File: src/rtl/pong_pkg.sv
`default_nettype none
// pong_pkg: state encoding, playfield constants and row-mapping helper shared across the pong blocks.
// Rev 1.0
package pong_pkg;

  localparam int PF_ROWS     = 24;
  localparam int SERVE_DELAY = 60;

  typedef enum logic [1:0] {
    IDLE  = 2'd0,
    HOLD  = 2'd1,
    OFFER = 2'd2,
    PLAY  = 2'd3
  } serve_state_t;

  // Single conditional subtract; correct only while rows >= 16.
  function automatic logic [4:0] map_row(input logic [4:0] rnd, input int rows);
    if (int'(rnd) < rows) return rnd;
    return 5'(int'(rnd) - rows);
  endfunction

endpackage
`default_nettype wire

File: src/rtl/ball_serve_if.sv
`default_nettype none
// ball_serve_if: serve payload handshake between ball_serve and the ball engine.
// Rev 1.0
interface ball_serve_if;
  logic       serve_valid;
  logic       serve_ready;
  logic [4:0] serve_y;
  logic       serve_dx;
  logic       serve_dy;

  modport master (output serve_valid, serve_y, serve_dx, serve_dy, input serve_ready);
  modport slave  (input serve_valid, serve_y, serve_dx, serve_dy, output serve_ready);
endinterface
`default_nettype wire

File: src/rtl/frame_countdown.sv
`default_nettype none
// frame_countdown: 8-bit loadable down-counter stepped by frame ticks, saturating at zero.
// Rev 1.0
module frame_countdown (
  input  wire logic       clk,
  input  wire logic       reset,
  input  wire logic       i_load,
  input  wire logic [7:0] i_load_value,
  input  wire logic       i_tick,
  output logic            o_zero
);

  logic [7:0] r_count;

  always_ff @(posedge clk) begin
    if (reset) begin
      r_count <= 8'd0;
    end else if (i_load) begin
      r_count <= i_load_value;
    end else if (i_tick && (r_count != 8'd0)) begin
      r_count <= r_count - 8'd1;
    end
  end

  assign o_zero = (r_count == 8'd0);

endmodule
`default_nettype wire

File: src/rtl/ball_serve.sv
`default_nettype none
// ball_serve: waits a frame delay after start/goal, then offers a random serve to the ball engine.
// Rev 1.0
module ball_serve
  import pong_pkg::*;
#(
  parameter int ROWS         = PF_ROWS,
  parameter int DELAY_FRAMES = SERVE_DELAY
) (
  input  wire logic       clk,
  input  wire logic       reset,
  input  wire logic       i_frame_tick,
  input  wire logic       i_start,
  input  wire logic       i_goal_left,
  input  wire logic       i_goal_right,
  input  wire logic [4:0] i_rnd_q,
  ball_serve_if.master    serve,
  output logic            o_ball_live
);

  localparam logic [7:0] c_LOAD = 8'(DELAY_FRAMES - 1);

  serve_state_t r_state, w_next_state;
  logic         r_next_dx, w_next_dx;
  logic         w_load, w_capture, w_cnt_tick, w_zero;
  logic         r_valid, r_dx, r_dy, r_live;
  logic [4:0]   r_y;

  assign w_cnt_tick = i_frame_tick && (r_state == HOLD);

  frame_countdown u_countdown (
    .clk          (clk),
    .reset        (reset),
    .i_load       (w_load),
    .i_load_value (c_LOAD),
    .i_tick       (w_cnt_tick),
    .o_zero       (w_zero)
  );

  always_comb begin
    w_next_state = r_state;
    w_next_dx    = r_next_dx;
    w_load       = 1'b0;
    w_capture    = 1'b0;
    case (r_state)
      IDLE: begin
        if (i_start) begin
          w_next_state = HOLD;
          w_next_dx    = i_rnd_q[4];
          w_load       = 1'b1;
        end
      end
      HOLD: begin
        if (i_frame_tick && w_zero) begin
          w_next_state = OFFER;
          w_capture    = 1'b1;
        end
      end
      OFFER: begin
        if (serve.serve_ready) w_next_state = PLAY;
      end
      PLAY: begin
        // Serve heads toward the player who just conceded; left wins a tie.
        if (i_goal_left || i_goal_right) begin
          w_next_state = HOLD;
          w_next_dx    = !i_goal_left;
          w_load       = 1'b1;
        end
      end
      default: w_next_state = IDLE;
    endcase
  end

  always_ff @(posedge clk) begin
    if (reset) begin
      r_state   <= IDLE;
      r_next_dx <= 1'b0;
      r_valid   <= 1'b0;
      r_live    <= 1'b0;
      r_y       <= 5'd0;
      r_dx      <= 1'b0;
      r_dy      <= 1'b0;
    end else begin
      r_state   <= w_next_state;
      r_next_dx <= w_next_dx;
      r_valid   <= (w_next_state == OFFER);
      r_live    <= (w_next_state == PLAY);
      if (w_capture) begin
        r_y  <= map_row(i_rnd_q, ROWS);
        r_dx <= r_next_dx;
        r_dy <= i_rnd_q[2] ^ i_rnd_q[0];
      end
    end
  end

  assign serve.serve_valid = r_valid;
  assign serve.serve_y     = r_y;
  assign serve.serve_dx    = r_dx;
  assign serve.serve_dy    = r_dy;
  assign o_ball_live       = r_live;

endmodule
`default_nettype wire

File: src/flat_wrapper.sv
// flat-port wrapper written by rule: the top's interface ports become plain ports
module ball_serve_flat import pong_pkg::*;
#(
  parameter int ROWS         = PF_ROWS,
  parameter int DELAY_FRAMES = SERVE_DELAY
)
  (clk, reset, i_frame_tick, i_start, i_goal_left, i_goal_right, i_rnd_q, o_ball_live, serve_serve_valid, serve_serve_y, serve_serve_dx, serve_serve_dy, serve_serve_ready);
  ball_serve_if serve_i ();
  input  wire logic clk;
  input  wire logic reset;
  input  wire logic i_frame_tick;
  input  wire logic i_start;
  input  wire logic i_goal_left;
  input  wire logic i_goal_right;
  input  wire logic [4:0] i_rnd_q;
  output logic o_ball_live;
  output wire logic [$bits(serve_i.serve_valid)-1:0] serve_serve_valid;
  output wire logic [$bits(serve_i.serve_y)-1:0] serve_serve_y;
  output wire logic [$bits(serve_i.serve_dx)-1:0] serve_serve_dx;
  output wire logic [$bits(serve_i.serve_dy)-1:0] serve_serve_dy;
  input wire logic [$bits(serve_i.serve_ready)-1:0] serve_serve_ready;
  assign serve_serve_valid = serve_i.serve_valid;
  assign serve_serve_y = serve_i.serve_y;
  assign serve_serve_dx = serve_i.serve_dx;
  assign serve_serve_dy = serve_i.serve_dy;
  assign serve_i.serve_ready = serve_serve_ready;
  ball_serve #(.ROWS(ROWS), .DELAY_FRAMES(DELAY_FRAMES)) u_core (.clk(clk), .reset(reset), .i_frame_tick(i_frame_tick), .i_start(i_start), .i_goal_left(i_goal_left), .i_goal_right(i_goal_right), .i_rnd_q(i_rnd_q), .serve(serve_i), .o_ball_live(o_ball_live));
endmodule
File: config.mk
export PLATFORM = sky130hd
export DESIGN_NAME = ball_serve_flat
export DESIGN_NICKNAME = d
export VERILOG_FILES = /design/src/rtl/pong_pkg.sv /design/src/rtl/ball_serve_if.sv /design/src/rtl/frame_countdown.sv /design/src/rtl/ball_serve.sv /design/src/flat_wrapper.sv
export SDC_FILE = /design/constraint.sdc
export NUM_CORES = 1
export LEC_CHECK = 0
export ABC_AREA = 1
export BUFFER_PORTS_ARGS = -buffer_cell sky130_fd_sc_hd__buf_2
export CORE_UTILIZATION = 40
export DETAILED_ROUTE_END_ITERATION = 7
export PLACE_DENSITY = 0.74
export SLEW_MARGIN = 25
export SYNTH_ARGS = -nofsm -noshare
export SYNTH_HDL_FRONTEND = slang
export SYNTH_SLANG_ARGS = --single-unit
File: constraint.sdc
create_clock -name clk -period 1.4 [get_ports clk]
set_input_delay 0.21 -clock clk [delete_from_list [all_inputs] [get_ports clk]]
set_output_delay 0.21 -clock clk [all_outputs]
set_load 0.05 [all_outputs]
After elaboration in Yosys (flattened, before gate mapping)
Cells that the tools add are included.
- flip-flop bits (word level): 20
- latch bits: 0
- memory bits (writable): 0
- memory bits (read-only): 0
- input port bits: 12
- output and inout bits: 9
- logic and storage cells: 52
- memories kept: 0
- $add $sub $neg: 2
- $mul: 0
- divide/modulo/power cells: 0
- order comparisons: 1
- eq/ne operators: 7
- shift operators: 0
- multiplexer cells: 20
- bitwise logic cells: 1
- reduce and logical (&&, ||, !) cells: 12
- operators by type and width (operator ; number):
    two-way mux 6 bit ; 2
    two-way mux 5 bit ; 2
    two-way mux 1 bit ; 9
    == test 2 bit (second input constant) ; 4
    zero test 8 bit ; 1
    two-way mux 2 bit ; 4
    case mux 2 bit (4 select lines) ; 1
    nonzero test 8 bit ; 1
    subtractor 8 x 1 -> 8 bit (second input constant) ; 1
    < comparator 5 bit (second input constant) ; 1
    subtractor 5 bit (second input constant) ; 1
    case mux 1 bit (2 select lines) ; 2
    nonzero test 2 bit ; 2
    logical AND 1 bit ; 3
    AND reduction 3 bit ; 1
    == test 2 x 1 -> 1 bit (second input constant) ; 1
    zero test 2 bit ; 1
    != test 2 x 1 -> 1 bit (second input constant) ; 1
    != test 2 bit (second input constant) ; 1
    OR reduction 2 bit ; 1
    zero test 1 bit ; 1
    logical OR 1 bit ; 1
    bitwise XOR 1 bit ; 1

Depth between registers and ports, before layout
- depth after elaboration: 7
- mapped depth: 10
- mapped depth without buffers: 10

Modules after synthesis
From an unflattened synthesis, not the netlist that was laid out.
- cell total of the unflattened synthesis: 187
- area, all modules: 1222.4 µm²
- modules (own cells, without submodules) (module ; times used ; cells an instance ; area an instance (µm²) ; sequential area each (µm²)):
    ball_serve ; 1 ; 83 ; 621.8 ; 240.2
    frame_countdown ; 1 ; 104 ; 600.6 ; 160.2

Worst setup path after synthesis
No wires, ideal clock.
- path kind: reg2reg
- from: register u_core.u_countdown.r_count[0]
- to: register u_core.r_state[0]
- library setup time: 130 ps
- arrival time: 1199 ps
- data required time: 1270 ps
- slack: 71 ps
- cell stages (with the launch flop): 10
- path buffers: 0
- period minus slack after synthesis: 1329 ps
- cell sequence: dfxtp_1 > inv_1 > ha_1 > nand3_1 > nor2_4 > nand2_1 > nand2_1 > nand3_2 > nand2_1 > nor2_1
- word-level cells in the longest chain between the ends: 4
- ends and longest elaborated chain (what ; line ; RTL):
    from (decl) ; frame_countdown.sv:13 ; logic [7:0] r_count;
    from (signal assigned) ; frame_countdown.sv:19 ; r_count <= i_load_value;
    from (signal assigned) ; frame_countdown.sv:21 ; r_count <= r_count - 8'd1;
    zero test 8 bit ; frame_countdown.sv:25 ; assign o_zero = (r_count == 8'd0);
    logical AND 1 bit ; ball_serve.sv:54 ; if (i_frame_tick && w_zero) begin
    two-way mux 2 bit ; ball_serve.sv:54 ;
    case mux 2 bit (4 select lines) ; ball_serve.sv:45 ; case (r_state)
    to (signal assigned) ; ball_serve.sv:84 ; r_state <= w_next_state;
    to (decl) ; ball_serve.sv:23 ; serve_state_t r_state, w_next_state;
No other way between the ends.
A chain may end at the register's enable or synchronous reset.

Final worst setup path
- from: register u_core.u_countdown.r_count[0]
- to: register u_core.r_y[2] (netlist: u_core.serve.serve_y[2])
- word-level cells in the longest chain between the ends: 4
- ends and longest elaborated chain (what ; line ; RTL):
    zero test 8 bit ; frame_countdown.sv:25 ;
    logical AND 1 bit ; ball_serve.sv:54 ;
    two-way mux 1 bit ; ball_serve.sv:54 ;
    two-way mux 1 bit ; ball_serve.sv:45 ;
    to (signal assigned) ; ball_serve.sv:89 ; r_y <= map_row(i_rnd_q, ROWS);
    to (decl) ; ball_serve.sv:27 ; logic [4:0] r_y;
No other way between the ends.

==> reports/summary.txt <==
Worst-Skew Late Latency -> 300 ps
Sw Ratio -> 0.481
Status -> finished, final reports clean
Post-synthesis simple-gate area fraction -> 0.380
Die ar. -> 0.00313 sq mm
Hold-fix buffers at CTS -> 0
Final Setup Violations -> 0
Initial antenna violation count -> 0
Mapped Area -> 0.00116 sq mm
Total grt overflow -> 0
Peak fanout along the critical path -> 6
Share of the cycle needed by the critical path after routing -> 0.966
Logic pwr share -> 0.673
Vias -> 1147
Worst Setup Slack, final -> 47.2 ps
Worst setup SP type -> flop
CP arrival -> 1590 ps
Drt wl/cell -> 10.4 um
Pin count of the biggest net entering global routing -> 11
Vias/cell -> 4.80
CTS tree -> done
Complex-gate fraction of the synthesized area -> 0.106
Final ANT Viol Nets -> 0
PD cells -> 2310 mW/mm^2
Bufs on Longest Clock Path -> 2
Final core utilization -> 0.543
Internal Power -> 0.00180 W
Number of max-cap violations -> 0
Mux cell area share after synthesis -> 0
Synth Instances -> 173
# DRC -> 0
Site Rows -> 19
Final nets -> 228
Initial drt markers -> 18
Post-synth cell types -> 23
Slew @ Worst Pin -> 232 ps
Layout cells sized above 1 -> 0.351
P&R area growth vs syn -> 28.5%
Clock Root Buffer -> clkbuf_4
Slew HR -> 0.844
Worst Setup End Kind -> flop
Yosys warning count -> 0
Clk pwr share -> 0.077
Post-synthesis sequential area ratio -> 0.344
Avg Cell Area, Syn -> 6.73 sq um
Clk slew on worst S/H paths -> 100 ps
Fmax -> 739 MHz
Flop pwr share -> 0.249
Worst R2R Path Depth -> 9
Area leader, netlist -> dfxtp_1
First-pass GRT wire length -> 4360 um
Hold path cells -> 3
Inserted Clock Buffers -> 3
H-tree Lvls -> 1
Boundary Pins -> 21
# port buffers -> 20
HP Class -> input pin to flop
Chip height -> 56.0 um
DP HPWL -> 1900 um
Vias in the first global route -> 1087
Peak supply drop -> 1.31 mV
Xor and xnor area share after synthesis -> 0.00752
Diode count -> 0
Ranking of synthesized cells by area -> dfxtp_1 (34%), nand2_1 (14%), nor2_1 (8.7%)
Core area -> 0.00276 sq mm
Total wire length -> 2500 um
CP Class -> flop to flop
Max Transition Viols Final -> 0
RSZ-0062 raised after global routing -> true
Die Span X -> 56.0 um
Min cycle time layout -> 1350 ps
Clock Skew -> 2.08 ps
All-layer global routing usage -> 0.172
Adder-cell area share of the yosys netlist -> 0.0644
TritonRoute pass-1 iters -> 4
Final GP Congestion -> 0.816
Top-area cell type share of the netlist area -> 0.344
Hold Violations, Final -> 0
Lkg Pwr -> 0.789 nW
Largest family of logic cells by synthesized area -> simple AND/OR/NAND/NOR gates
Synth Register Bits -> 20
# clock sinks -> 20
WP data required -> 1640 ps
Pre-CTS setup slack -> -31.3 ps
Starting Density -> 0.422
Post-synth net total -> 191
Psw -> 0.00166 W
## placed cells by master, fill, tap and decap left out, types with 4 or more instances in the layout
cell type / count
inv_2: 4
o21ai_0: 4
buf_4: 11
o21ai_1: 4
nand2_4: 4
inv_1: 22
nand2_2: 6
dfxtp_2: 4
buf_2: 20
dfxtp_1: 16
nor2_2: 4
a21oi_1: 6
nand3_1: 8
nor2_1: 27
nand2_1: 39
## per-stage QoR
step / setup TNS [ps] / std cells / hold slack (ps) / instance area, sq um / power (W)
final: 0 / 239 / 135 / 1500 / 0.00346
after CTS: 0 / 235 / 129 / 1400 / 0.00309
after global routing: -314 / 239 / 155 / 1500 / 0.00379
after floorplan: 0 / 173 / 345 / 1160 / 0.00232
after detailed placement: -128 / 232 / 451 / 1370 / 0.00280
after global placement: -8.99 / 232 / 437 / 1370 / 0.00276
## cell type report
class / instances / area [sq um]
clock buffers: 3 / 22.5
fillers: 260 / 1260
inverters: 28 / 113
multi-input cells: 125 / 714
flip-flops and latches: 20 / 405
well taps: 31 / 38.8
repair buffers: 32 / 203
## critical path, cell delays in order (launching register included)
cell      delay (ps)
dfxtp_2          340
inv_2             80
ha_4             150
nand3_4           80
nor2_4           180
buf_12           130
nand2_4           80
clkinv_4          80
nand2_1           60
a21oi_2          110
## sequential cells by signal (all words and copies together), names as in the netlist
register / count
u_core.u_countdown.r_count: 8
u_core.r_next_dx: 1
u_core.serve.serve_dx: 1
u_core.o_ball_live: 1
u_core.serve.serve_y: 5
u_core.serve.serve_valid: 1
u_core.r_state: 2
u_core.serve.serve_dy: 1
## timing repair
| item | CTS | global route |
|---|---|---|
| endpoints found under the setup margin | 14 | 19 |
| buffers inserted | 0 | 3 |
| pin swaps | 1 | 9 |
| cloned | 0 | 1 |
| resized for setup | 4 | 20 |
## worst paths after layout
kind              slack, ps                                  startpoint                                   end
hold reg to reg         480          u_core.serve.serve_dy$_SDFFE_PP0P_    u_core.serve.serve_dy$_SDFFE_PP0P_
hold / removal          130                                  i_rnd_q[1]  u_core.serve.serve_y[1]$_SDFFE_PP0P_
setup reg to reg         50  u_core.u_countdown.r_count[0]$_SDFFE_PP0P_  u_core.serve.serve_y[2]$_SDFFE_PP0P_
setup / recovery         50  u_core.u_countdown.r_count[0]$_SDFFE_PP0P_  u_core.serve.serve_y[2]$_SDFFE_PP0P_
## logic make-up after synthesis
kind of cell,after synthesis
flip-flops,20
AND/OR/NAND/NOR,96
adder cells (fa/ha/maj),6
buffers and inverters,29
XOR/XNOR,1
AO/OA/AOI/OAI,21
## synthesized netlist by cell type
| cell | number |
|---|---|
| a21oi_1 | 6 |
| a21oi_2 | 3 |
| clkbuf_1 | 1 |
| clkinv_4 | 1 |
| dfxtp_1 | 20 |
| ha_1 | 6 |
| inv_1 | 24 |
| inv_2 | 3 |
| nand2_1 | 42 |
| nand2_2 | 3 |
| nand2_4 | 3 |
| nand3_1 | 9 |
| nand3_2 | 2 |
| nand4_1 | 3 |
| nor2_1 | 27 |
| nor2_2 | 5 |
| nor2_4 | 1 |
| nor3_1 | 1 |
| o211a_1 | 1 |
| o21ai_0 | 7 |
| o21ai_1 | 3 |
| o21bai_1 | 1 |
| xor2_1 | 1 |
## power by group through the flow
stage | clock (W) | combinational (W) | sequential [W]
2_1_floorplan | 0 | 0.00129 | 0.00104
3_3_place_gp | 0 | 0.00190 | 0.000855
3_5_place_dp | 0 | 0.00194 | 0.000856
4_1_cts | 0.000274 | 0.00197 | 0.000846
5_1_grt | 0.000298 | 0.00261 | 0.000880
6_report | 0.000268 | 0.00233 | 0.000862
## metal layers
layer	track usage	share of wire	up-vias
li1	-	-	607
met1	0.194	0.44	526
met2	0.325	0.53	9
met3	0.0209	0.017	5
met4	0.0627	0.015	0
met5	0	0	-
No activity file was read; power rests on OpenSTA's default activity.
